## src/rtl/alu_pkg.sv

```systemverilog
`default_nettype none
// ============================================================================
//  Module   : alu_pkg
//  Purpose  : Shared opcode / sub-opcode constants, flag bit positions and
//             enumerated types for the sequential ALU control block.
//  Revision : 1.0  initial release
// ============================================================================
package alu_pkg;

   // Simplified function codes
   localparam logic [4:0] OP_ARITH = 5'b00000;
   localparam logic [4:0] OP_CMP   = 5'b00110;
   localparam logic [4:0] OP_SUBI  = 5'b01000;
   localparam logic [4:0] OP_SHL   = 5'b01001;
   localparam logic [4:0] OP_SHR   = 5'b01010;
   localparam logic [4:0] OP_SAR   = 5'b01011;

   // ALU sub-opcodes, meaningful only with OP_ARITH
   localparam logic [1:0] ALU_ADD = 2'b00;
   localparam logic [1:0] ALU_ADC = 2'b01;
   localparam logic [1:0] ALU_SBB = 2'b10;
   localparam logic [1:0] ALU_SUB = 2'b11;

   // Bit positions inside the {N,Z,C,V} flag vector
   localparam int FLAG_N = 3;
   localparam int FLAG_Z = 2;
   localparam int FLAG_C = 1;
   localparam int FLAG_V = 0;

   // Control FSM states
   typedef enum logic [0:0] {
      ST_IDLE  = 1'b0,
      ST_SHIFT = 1'b1
   } state_t;

   // Iterative shifter direction / fill mode
   typedef enum logic [1:0] {
      SH_LEFT      = 2'b00,
      SH_RIGHT_LOG = 2'b01,
      SH_RIGHT_ARI = 2'b10
   } shift_kind_t;

endpackage : alu_pkg
`default_nettype wire

```

## src/rtl/alu_ctrl_seq_if.sv

```systemverilog
`default_nettype none
// ============================================================================
//  Module   : alu_ctrl_seq_if
//  Purpose  : Request/response bundle between the register-read stage
//             (master) and the sequential ALU (slave).
//  Revision : 1.0  initial release
// ============================================================================
interface alu_ctrl_seq_if #(
   parameter int DATA_W = 16
) ();

   logic              in_valid;
   logic              in_ready;
   logic [4:0]        opcode;
   logic [1:0]        alu_op;
   logic [DATA_W-1:0] a;
   logic [DATA_W-1:0] b;
   logic              out_valid;
   logic [DATA_W-1:0] result;
   logic              wb_en;
   logic              illegal;
   logic [3:0]        flags;

   modport master (
      output in_valid, opcode, alu_op, a, b,
      input  in_ready, out_valid, result, wb_en, illegal, flags
   );

   modport slave (
      input  in_valid, opcode, alu_op, a, b,
      output in_ready, out_valid, result, wb_en, illegal, flags
   );

endinterface : alu_ctrl_seq_if
`default_nettype wire

```

## src/rtl/alu_shift_iter.sv

```systemverilog
`default_nettype none
// ============================================================================
//  Module   : alu_shift_iter
//  Purpose  : One-bit-per-cycle shifter with a down-counter. A start pulse
//             loads source and amount; done flags the cycle whose clock edge
//             performs the final shift, with that shift's result and the bit
//             it pushes out presented combinationally so the owner can
//             register them on the same edge.
//  Revision : 1.0  initial release
// ============================================================================
module alu_shift_iter
   import alu_pkg::*;
#(
   parameter int DATA_W = 16,
   parameter int CNT_W  = $clog2(DATA_W) + 1
) (
   input  wire logic              clk,
   input  wire logic              rst,
   input  wire logic              start,
   input  wire shift_kind_t       kind,
   input  wire logic [DATA_W-1:0] src,
   input  wire logic [CNT_W-1:0]  amount,
   output logic                   done,
   output logic [DATA_W-1:0]      result,
   output logic                   carry
);

   logic [DATA_W-1:0] r_sr;
   logic [CNT_W-1:0]  r_cnt;
   shift_kind_t       r_kind;
   logic [DATA_W-1:0] w_step;
   logic              w_out_bit;

   // One-bit step of the held value and the bit it pushes out
   always_comb begin
      w_step    = {1'b0, r_sr[DATA_W-1:1]};
      w_out_bit = r_sr[0];
      case (r_kind)
         SH_LEFT: begin
            w_step    = {r_sr[DATA_W-2:0], 1'b0};
            w_out_bit = r_sr[DATA_W-1];
         end
         SH_RIGHT_ARI: begin
            w_step    = {r_sr[DATA_W-1], r_sr[DATA_W-1:1]};
            w_out_bit = r_sr[0];
         end
         default: begin
            w_step    = {1'b0, r_sr[DATA_W-1:1]};
            w_out_bit = r_sr[0];
         end
      endcase
   end

   assign done   = (r_cnt == CNT_W'(1));
   assign result = w_step;
   assign carry  = w_out_bit;

   // Load on start, otherwise shift while the counter is non-zero
   always_ff @(posedge clk) begin
      if (rst) begin
         r_sr   <= '0;
         r_cnt  <= '0;
         r_kind <= SH_LEFT;
      end else if (start) begin
         r_sr   <= src;
         r_cnt  <= amount;
         r_kind <= kind;
      end else if (r_cnt != '0) begin
         r_sr   <= w_step;
         r_cnt  <= r_cnt - CNT_W'(1);
      end
   end

endmodule : alu_shift_iter
`default_nettype wire

```

## src/rtl/alu_ctrl_seq.sv

```systemverilog
`default_nettype none
// ============================================================================
//  Module   : alu_ctrl_seq
//  Purpose  : Sequential ALU control: opcode decode, add/subtract datapath,
//             architectural {N,Z,C,V} flag register and an iterative shifter
//             behind a valid/ready request and a one-cycle result pulse.
//  Revision : 1.0  initial release
// ============================================================================
module alu_ctrl_seq
   import alu_pkg::*;
#(
   parameter int         DATA_W   = 16,
   parameter logic [3:0] FLAG_RST = 4'b0000
) (
   input  wire logic     clk,
   input  wire logic     rst,
   alu_ctrl_seq_if.slave bus
);

   localparam int               CNT_W   = $clog2(DATA_W) + 1;
   localparam logic [CNT_W-1:0] C_MAX_K = CNT_W'(DATA_W);

   state_t            r_state;
   state_t            w_state_nxt;
   logic              w_in_ready;
   logic              w_accept;
   logic              w_sh_start;
   logic              w_sh_done;
   logic [DATA_W-1:0] w_sh_result;
   logic              w_sh_carry;

   // Decode outputs
   logic              w_is_add;
   logic              w_is_shift;
   logic              w_inv_b;
   logic              w_cin;
   logic              w_wb;
   logic              w_illegal;
   shift_kind_t       w_kind;

   // Datapath
   logic [DATA_W-1:0] w_b_eff;
   logic [DATA_W:0]   w_sum;
   logic [CNT_W-1:0]  w_k;
   logic [DATA_W-1:0] w_res;
   logic [3:0]        w_flags_nxt;

   // Registered outputs
   logic              r_out_valid;
   logic [DATA_W-1:0] r_result;
   logic              r_wb_en;
   logic              r_illegal;
   logic [3:0]        r_flags;

   assign w_accept   = bus.in_valid & w_in_ready;
   assign w_sh_start = w_accept & w_is_shift & (w_k != '0);

   // Opcode decode into datapath controls
   always_comb begin
      w_is_add   = 1'b0;
      w_is_shift = 1'b0;
      w_inv_b    = 1'b0;
      w_cin      = 1'b0;
      w_wb       = 1'b0;
      w_illegal  = 1'b0;
      w_kind     = SH_LEFT;
      case (bus.opcode)
         OP_ARITH: begin
            w_is_add = 1'b1;
            w_wb     = 1'b1;
            case (bus.alu_op)
               ALU_ADC: w_cin = r_flags[FLAG_C];
               ALU_SBB: begin
                  w_inv_b = 1'b1;
                  w_cin   = r_flags[FLAG_C];
               end
               ALU_SUB: begin
                  w_inv_b = 1'b1;
                  w_cin   = 1'b1;
               end
               default: w_cin = 1'b0;
            endcase
         end
         OP_CMP, OP_SUBI: begin
            w_is_add = 1'b1;
            w_inv_b  = 1'b1;
            w_cin    = 1'b1;
            w_wb     = (bus.opcode == OP_SUBI);
         end
         OP_SHL: begin
            w_is_shift = 1'b1;
            w_wb       = 1'b1;
            w_kind     = SH_LEFT;
         end
         OP_SHR: begin
            w_is_shift = 1'b1;
            w_wb       = 1'b1;
            w_kind     = SH_RIGHT_LOG;
         end
         OP_SAR: begin
            w_is_shift = 1'b1;
            w_wb       = 1'b1;
            w_kind     = SH_RIGHT_ARI;
         end
         default: w_illegal = 1'b1;
      endcase
   end

   // Single-cycle result and flags (arithmetic, zero-length shift, illegal)
   always_comb begin
      w_b_eff     = w_inv_b ? ~bus.b : bus.b;
      w_sum       = {1'b0, bus.a} + {1'b0, w_b_eff} + (DATA_W+1)'(w_cin);
      w_k         = (bus.b[CNT_W-1:0] > C_MAX_K) ? C_MAX_K : bus.b[CNT_W-1:0];
      w_res       = '0;
      w_flags_nxt = r_flags;
      if (w_is_add) begin
         w_res               = w_sum[DATA_W-1:0];
         w_flags_nxt[FLAG_N] = w_sum[DATA_W-1];
         w_flags_nxt[FLAG_Z] = (w_sum[DATA_W-1:0] == '0);
         w_flags_nxt[FLAG_C] = w_sum[DATA_W];
         // Overflow: operands agree in sign but the sum does not
         w_flags_nxt[FLAG_V] = (bus.a[DATA_W-1] == w_b_eff[DATA_W-1]) &&
                               (w_sum[DATA_W-1] != bus.a[DATA_W-1]);
      end else if (w_is_shift) begin
         // Only reached for k=0 registration: value passes, C and V kept
         w_res               = bus.a;
         w_flags_nxt[FLAG_N] = bus.a[DATA_W-1];
         w_flags_nxt[FLAG_Z] = (bus.a == '0);
      end
   end

   // FSM state register
   always_ff @(posedge clk) begin
      if (rst) r_state <= ST_IDLE;
      else     r_state <= w_state_nxt;
   end

   // FSM next-state logic
   always_comb begin
      w_state_nxt = r_state;
      case (r_state)
         ST_IDLE:  if (w_sh_start) w_state_nxt = ST_SHIFT;
         ST_SHIFT: if (w_sh_done)  w_state_nxt = ST_IDLE;
         default:  w_state_nxt = ST_IDLE;
      endcase
   end

   // FSM outputs
   always_comb begin
      w_in_ready = (r_state == ST_IDLE);
   end

   alu_shift_iter #(
      .DATA_W (DATA_W),
      .CNT_W  (CNT_W)
   ) u_shift (
      .clk    (clk),
      .rst    (rst),
      .start  (w_sh_start),
      .kind   (w_kind),
      .src    (bus.a),
      .amount (w_k),
      .done   (w_sh_done),
      .result (w_sh_result),
      .carry  (w_sh_carry)
   );

   // Result / flag registers: single-cycle ops on accept, shifts on done
   always_ff @(posedge clk) begin
      if (rst) begin
         r_out_valid <= 1'b0;
         r_result    <= '0;
         r_wb_en     <= 1'b0;
         r_illegal   <= 1'b0;
         r_flags     <= FLAG_RST;
      end else begin
         r_out_valid <= 1'b0;
         if (w_accept && !w_sh_start) begin
            r_out_valid <= 1'b1;
            r_result    <= w_res;
            r_wb_en     <= w_wb;
            r_illegal   <= w_illegal;
            r_flags     <= w_flags_nxt;
         end else if (w_sh_done) begin
            r_out_valid     <= 1'b1;
            r_result        <= w_sh_result;
            r_wb_en         <= 1'b1;
            r_illegal       <= 1'b0;
            r_flags[FLAG_N] <= w_sh_result[DATA_W-1];
            r_flags[FLAG_Z] <= (w_sh_result == '0);
            r_flags[FLAG_C] <= w_sh_carry;
         end
      end
   end

   assign bus.in_ready  = w_in_ready;
   assign bus.out_valid = r_out_valid;
   assign bus.result    = r_result;
   assign bus.wb_en     = r_wb_en;
   assign bus.illegal   = r_illegal;
   assign bus.flags     = r_flags;

endmodule : alu_ctrl_seq
`default_nettype wire

```

## src/flat_wrapper.sv

```systemverilog
// flat-port wrapper written by rule: the top's interface ports become plain ports
module alu_ctrl_seq_flat import alu_pkg::*;
#(
   parameter int         DATA_W   = 16,
   parameter logic [3:0] FLAG_RST = 4'b0000
)
  (clk, rst, bus_in_valid, bus_opcode, bus_alu_op, bus_a, bus_b, bus_in_ready, bus_out_valid, bus_result, bus_wb_en, bus_illegal, bus_flags);
  alu_ctrl_seq_if #(.DATA_W(DATA_W)) bus_i ();
  input  wire logic clk;
  input  wire logic rst;
  input wire logic [$bits(bus_i.in_valid)-1:0] bus_in_valid;
  input wire logic [$bits(bus_i.opcode)-1:0] bus_opcode;
  input wire logic [$bits(bus_i.alu_op)-1:0] bus_alu_op;
  input wire logic [$bits(bus_i.a)-1:0] bus_a;
  input wire logic [$bits(bus_i.b)-1:0] bus_b;
  output wire logic [$bits(bus_i.in_ready)-1:0] bus_in_ready;
  output wire logic [$bits(bus_i.out_valid)-1:0] bus_out_valid;
  output wire logic [$bits(bus_i.result)-1:0] bus_result;
  output wire logic [$bits(bus_i.wb_en)-1:0] bus_wb_en;
  output wire logic [$bits(bus_i.illegal)-1:0] bus_illegal;
  output wire logic [$bits(bus_i.flags)-1:0] bus_flags;
  assign bus_i.in_valid = bus_in_valid;
  assign bus_i.opcode = bus_opcode;
  assign bus_i.alu_op = bus_alu_op;
  assign bus_i.a = bus_a;
  assign bus_i.b = bus_b;
  assign bus_in_ready = bus_i.in_ready;
  assign bus_out_valid = bus_i.out_valid;
  assign bus_result = bus_i.result;
  assign bus_wb_en = bus_i.wb_en;
  assign bus_illegal = bus_i.illegal;
  assign bus_flags = bus_i.flags;
  alu_ctrl_seq #(.DATA_W(DATA_W), .FLAG_RST(FLAG_RST)) u_core (.clk(clk), .rst(rst), .bus(bus_i));
endmodule
```

## config.mk

```make
export PLATFORM = sky130hd
export DESIGN_NAME = alu_ctrl_seq_flat
export DESIGN_NICKNAME = d
export VERILOG_FILES = /design/src/rtl/alu_pkg.sv /design/src/rtl/alu_ctrl_seq_if.sv /design/src/rtl/alu_shift_iter.sv /design/src/rtl/alu_ctrl_seq.sv /design/src/flat_wrapper.sv
export SDC_FILE = /design/constraint.sdc
export NUM_CORES = 1
export LEC_CHECK = 0
export BUFFER_PORTS_ARGS = -buffer_cell sky130_fd_sc_hd__buf_2
export CORE_MARGIN = 4
export CORE_UTILIZATION = 40
export CTS_BUF_LIST = sky130_fd_sc_hd__clkbuf_8
export CTS_CLUSTER_SIZE = 16
export DETAILED_ROUTE_END_ITERATION = 6
export HOLD_SLACK_MARGIN = 0.05
export RECOVER_POWER = 100
export SKIP_LAST_GASP = 1
export SYNTH_ARGS = -nofsm -noshare
export SYNTH_HDL_FRONTEND = slang
export SYNTH_SLANG_ARGS = --single-unit
export TNS_END_PERCENT = 5
```

## constraint.sdc

```tcl
create_clock -name clk -period 4.35 [get_ports clk]
set_clock_uncertainty 0.15 [all_clocks]
set_input_delay 0 -clock clk [delete_from_list [all_inputs] [get_ports clk]]
set_output_delay 0 -clock clk [all_outputs]
set_load 0.01 [all_outputs]
```

==> flow_summary.rst <==
.. list-table::
   :header-rows: 1

   * - Metric
     - Value
   * - Critical path's most frequent cell
     - sky130_fd_sc_hd__fa_1
   * - Source of the critical timing path
     - bus_opcode[1]
   * - Die outline area
     - approximately 0.011 mm^2
   * - Port-buffer cells
     - between 60 and 70
   * - Clock Sink Count
     - 47
   * - Vertical die dimension
     - 106.0 um
   * - Hold_sp
     - bus_b[15]
   * - Root Driver
     - sky130_fd_sc_hd__clkbuf_8
   * - Violated checks
     - capacitance limit, slew limit
   * - Initial antenna violation count
     - 0
   * - Library cells used by synthesis
     - 60
   * - Netlist Area Pre-Place
     - around 0.0038 mm^2
   * - Total congestion overflow
     - 0
   * - Normalized max-slew margin
     - -24.35%
   * - Drt first-iter violations
     - 324
   * - Required time reported for the critical path endpoint
     - 4.44 ns
   * - Post CTS Setup Buffer Count
     - 0
   * - Number of flops mapped to enable cells by yosys
     - 0
   * - Placeable Area
     - slightly above 0.009 mm^2
   * - Cell taking the most area after synthesis
     - sky130_fd_sc_hd__dfxtp_1
   * - Crit path arrival time
     - around 3.9 ns
   * - Worst reg2reg path endpoint
     - u_core.bus.flags[2]$_SDFFE_PP0P_
   * - Cell depth of the worst min-delay path
     - 5
   * - Sum Neg Setup Slack
     - 0 ns
   * - H-tree levels
     - 2
   * - End of the worst hold path
     - u_core.bus.flags[1]$_SDFFE_PP0P_
   * - Core utilization of the finished layout
     - roughly 50%
   * - Commonest cells after routing, fill and taps aside
     - sky130_fd_sc_hd__nand2_1 (64), sky130_fd_sc_hd__a21oi_1 (51), sky130_fd_sc_hd__nor2_1 (49)
   * - Area Growth Syn to Fin
     - 21.62%
   * - Dominant delay contributor by cell family on the critical path
     - compound AO/OA/AOI/OAI gates
   * - Detailed Route WL
     - 12470 um
   * - Clock period minus final worst setup slack
     - approximately 3.8 ns
   * - ANT nets after route
     - 0
   * - Static leakage
     - between 1.5 and 2 nW
   * - Max Cap Violations
     - 1
   * - Setup violators final
     - 0
   * - Actual transition at the worst max-transition pin
     - 1.861 ns
   * - Result of the run
     - complete, but fails checks
   * - First-pass detailed-route iteration total
     - 5
   * - Final clock period utilization by the worst path
     - 87.71%
   * - Final weighted congestion in routability-driven placement
     - just over 0.9
   * - Final Max Slew Viols
     - 25
   * - Clock tree from TritonCTS
     - done
   * - Area of combinational cells with multiple inputs
     - about 0.0028 mm^2
   * - Half-perimeter wire length of the detailed placement result
     - a little over 9000 um
   * - Average wire length per cell after detail routing
     - roughly 17 um
   * - Top FF cell, synth
     - sky130_fd_sc_hd__dfxtp_1
   * - Starting density of the core
     - 41.39%
   * - Total CTS buffers
     - 5
   * - Largest stage delay, worst path
     - around 0.54 ns
   * - Syn avg cell area
     - approximately 7.5 um^2
   * - Synth warn
     - 0
   * - Achievable frequency
     - about 0.26 GHz
   * - Die Span X
     - 106.0 um
   * - Clock network latency to the later pin of the worst-skew pair
     - around 0.31 ns
   * - Most common library cell in the layout ignoring fill and taps
     - sky130_fd_sc_hd__nand2_1
   * - Inserted Diodes
     - 0
   * - FP Rows
     - 35
   * - Via density per instance
     - approximately 5.7
   * - Peak VDD IR
     - approximately 0.00022 V
   * - Critical Path Slowest Stage Cell
     - sky130_fd_sc_hd__dlygate4sd3_1
   * - Post-CTS resize count
     - 0
   * - Classification of the worst setup path
     - input pin to flop
   * - Synthesized Nets
     - approximately 580
   * - Clock Pin Slew Worst Setup and Hold Paths
     - 0.10 ns
   * - Total count of hold-check failures in the final report
     - 0
   * - Filler cell count in the final layout
     - around 960
   * - R2R depth
     - 14
   * - First-pass GRT wire length
     - 20510 um
   * - Reg2Reg Setup Slack
     - between 0.8 and 0.9 ns
   * - Number of instances in the synthesized netlist
     - 512
   * - Buf/Inv on CP
     - 3
   * - Sequential element share of the synthesized area
     - 24.49%
   * - NumNets Final
     - around 660
   * - Share of the synthesized area in the top cell type
     - between 20% and 30%
   * - Fraction of layout instances using a drive strength above 1
     - 9.628%
   * - Top cells by area in the synthesized netlist
     - sky130_fd_sc_hd__dfxtp_1 (24%), sky130_fd_sc_hd__ha_1 (7.2%), sky130_fd_sc_hd__a21oi_1 (6.6%)
   * - Worst min-delay path class
     - input pin to flop
   * - Hold-fix buffers, CTS
     - 31
   * - Gr usage total
     - roughly 22%
   * - Share of synthesized flip-flops with an asynchronous set or reset
     - 0%
   * - Startpoint of the worst register-to-register path
     - u_core.bus.flags[1]$_SDFFE_PP0P_
   * - Capturing element type of the critical path
     - flop
   * - Power per unit of standard cell area
     - approximately 470 mW/mm^2
   * - Critical path startpoint category
     - input pin
   * - Unrepaired setup endpoints after global routing
     - no
   * - Maximum net fanout on the critical path
     - 6
   * - Number of top-level pins
     - 66
   * - Cells along the critical path
     - dlygate4sd3_1 > clkbuf_1 > nor2_1 > o31a_1 > o21ai_2 > xnor2_1 > fa_1 > inv_1 > fa_1 > nor2b_1 > o21ai_1 > a21boi_0 > o2111ai_1 > nor4_1 > nand4bb_1 > o31ai_2
   * - Synth Register Bits
     - 47
   * - Remaining design rule violation count
     - 0
   * - Worst-case clock buffer depth
     - 2
   * - Maximum number of pins on one net before global-route repair
     - between 40 and 50
   * - Reg area
     - 940.9 um^2
   * - Via count of the routed design
     - 4126
   * - Vias in the first global route
     - roughly 3900
## power by group
part           internal [W]  total (W)  leakage, nW  switching, W
logic              0.000477    0.00113         1.32      0.000657
clock network      0.000228   0.000385       0.0695      0.000157
registers          0.000555   0.000691        0.386      0.000136
total               0.00126    0.00221         1.77      0.000950
## Yosys cell counts, types with 6 or more instances
| master | instances |
|---|---|
| sky130_fd_sc_hd__dfxtp_1 | 47 |
| sky130_fd_sc_hd__nor4_1 | 12 |
| sky130_fd_sc_hd__mux2i_1 | 19 |
| sky130_fd_sc_hd__o211ai_1 | 17 |
| sky130_fd_sc_hd__ha_1 | 22 |
| sky130_fd_sc_hd__o21ai_0 | 13 |
| sky130_fd_sc_hd__nor3_1 | 10 |
| sky130_fd_sc_hd__inv_1 | 11 |
| sky130_fd_sc_hd__xnor2_1 | 19 |
| sky130_fd_sc_hd__a21oi_1 | 51 |
| sky130_fd_sc_hd__nor2b_1 | 7 |
| sky130_fd_sc_hd__nand2_1 | 64 |
| sky130_fd_sc_hd__o21a_1 | 6 |
| sky130_fd_sc_hd__and3_1 | 6 |
| sky130_fd_sc_hd__or3_1 | 6 |
| sky130_fd_sc_hd__clkbuf_1 | 29 |
| sky130_fd_sc_hd__nor2_1 | 49 |
| sky130_fd_sc_hd__a31oi_1 | 10 |
| sky130_fd_sc_hd__nand3_1 | 10 |
| sky130_fd_sc_hd__o21ai_1 | 10 |
| sky130_fd_sc_hd__a211oi_1 | 21 |
## kinds of logic after synthesis
family	Yosys count	share of synthesized area (%)
buf+inv	41	4.200
flops	47	24.49
xor+xnor	24	5.470
simple gates	191	24.23
compound gates	165	28.10
mux	20	5.308
fa+ha+maj	24	8.206
## flip-flops by register name, summed over array words and instances (netlist names)
register / cells
u_core.bus.result: 16
u_core.u_shift.r_sr: 16
u_core.u_shift.r_cnt: 5
u_core.bus.flags: 4
u_core.u_shift.r_kind: 2
u_core.bus.illegal: 1
u_core.bus.out_valid: 1
u_core.bus.wb_en: 1
u_core.r_state: 1
## how the worst max path moves through the flow
stage          cells past startpoint                                  to
2_1_floorplan                     15    u_core.bus.flags[2]$_SDFFE_PP0P_
3_3_place_gp                      14  u_core.bus.result[15]$_SDFFE_PP0P_
3_5_place_dp                      14  u_core.bus.result[15]$_SDFFE_PP0P_
4_1_cts                           14  u_core.bus.result[15]$_SDFFE_PP0P_
5_1_grt                           16    u_core.bus.flags[2]$_SDFFE_PP0P_
6_report                          16    u_core.bus.flags[2]$_SDFFE_PP0P_
## worst register-to-register path: cells and delay by family, from the launching register on
family / cells / cell delay (ns)
buffers and inverters: 1 / 0.06
AOI/OAI and AO/OA: 7 / 1.45
adders and majority gates: 2 / 0.65
DFF: 1 / 0.43
and+or+nand+nor: 4 / 0.66
## layer usage
| metal | part of all wire, % | track usage (%) | vias up |
|---|---|---|---|
| met5 | 0 | 0 | - |
| met4 | 2.1 | 6.198 | 0 |
| met3 | 4.7 | 2.368 | 16 |
| met2 | 47 | 36.57 | 129 |
| met1 | 46 | 31.07 | 1935 |
| li1 | - | - | 2046 |
## area by class of cell
cell class / instances / share of cell area (%)
Clock buffer: 5 / 1.473
Clock inverter: 3 / 1.365
Inverter: 11 / 0.8835
Multi-Input combinational cell: 424 / 58.90
Sequential cell: 47 / 20.13
Tap cell: 129 / 3.454
Timing Repair Buffer: 102 / 13.79
## through the flow
step / hold WS (ns) / instances / setup slack (ns) / power, W / instance area, um^2
6_report: 0.07214 / 721 / 0.5347 / 0.002209 / 4673
5_1_grt: 0.1053 / 721 / 0.2359 / 0.002409 / 4673
4_1_cts: 0.06712 / 721 / 0.7223 / 0.002221 / 4713
3_5_place_dp: 0.1446 / 682 / 0.7338 / 0.001812 / 4270
3_3_place_gp: 0.1269 / 682 / 0.8612 / 0.001792 / 4270
2_1_floorplan: -0.05339 / 512 / 0.5939 / 0.001519 / 3842
(Power assumes the default switching activity.)
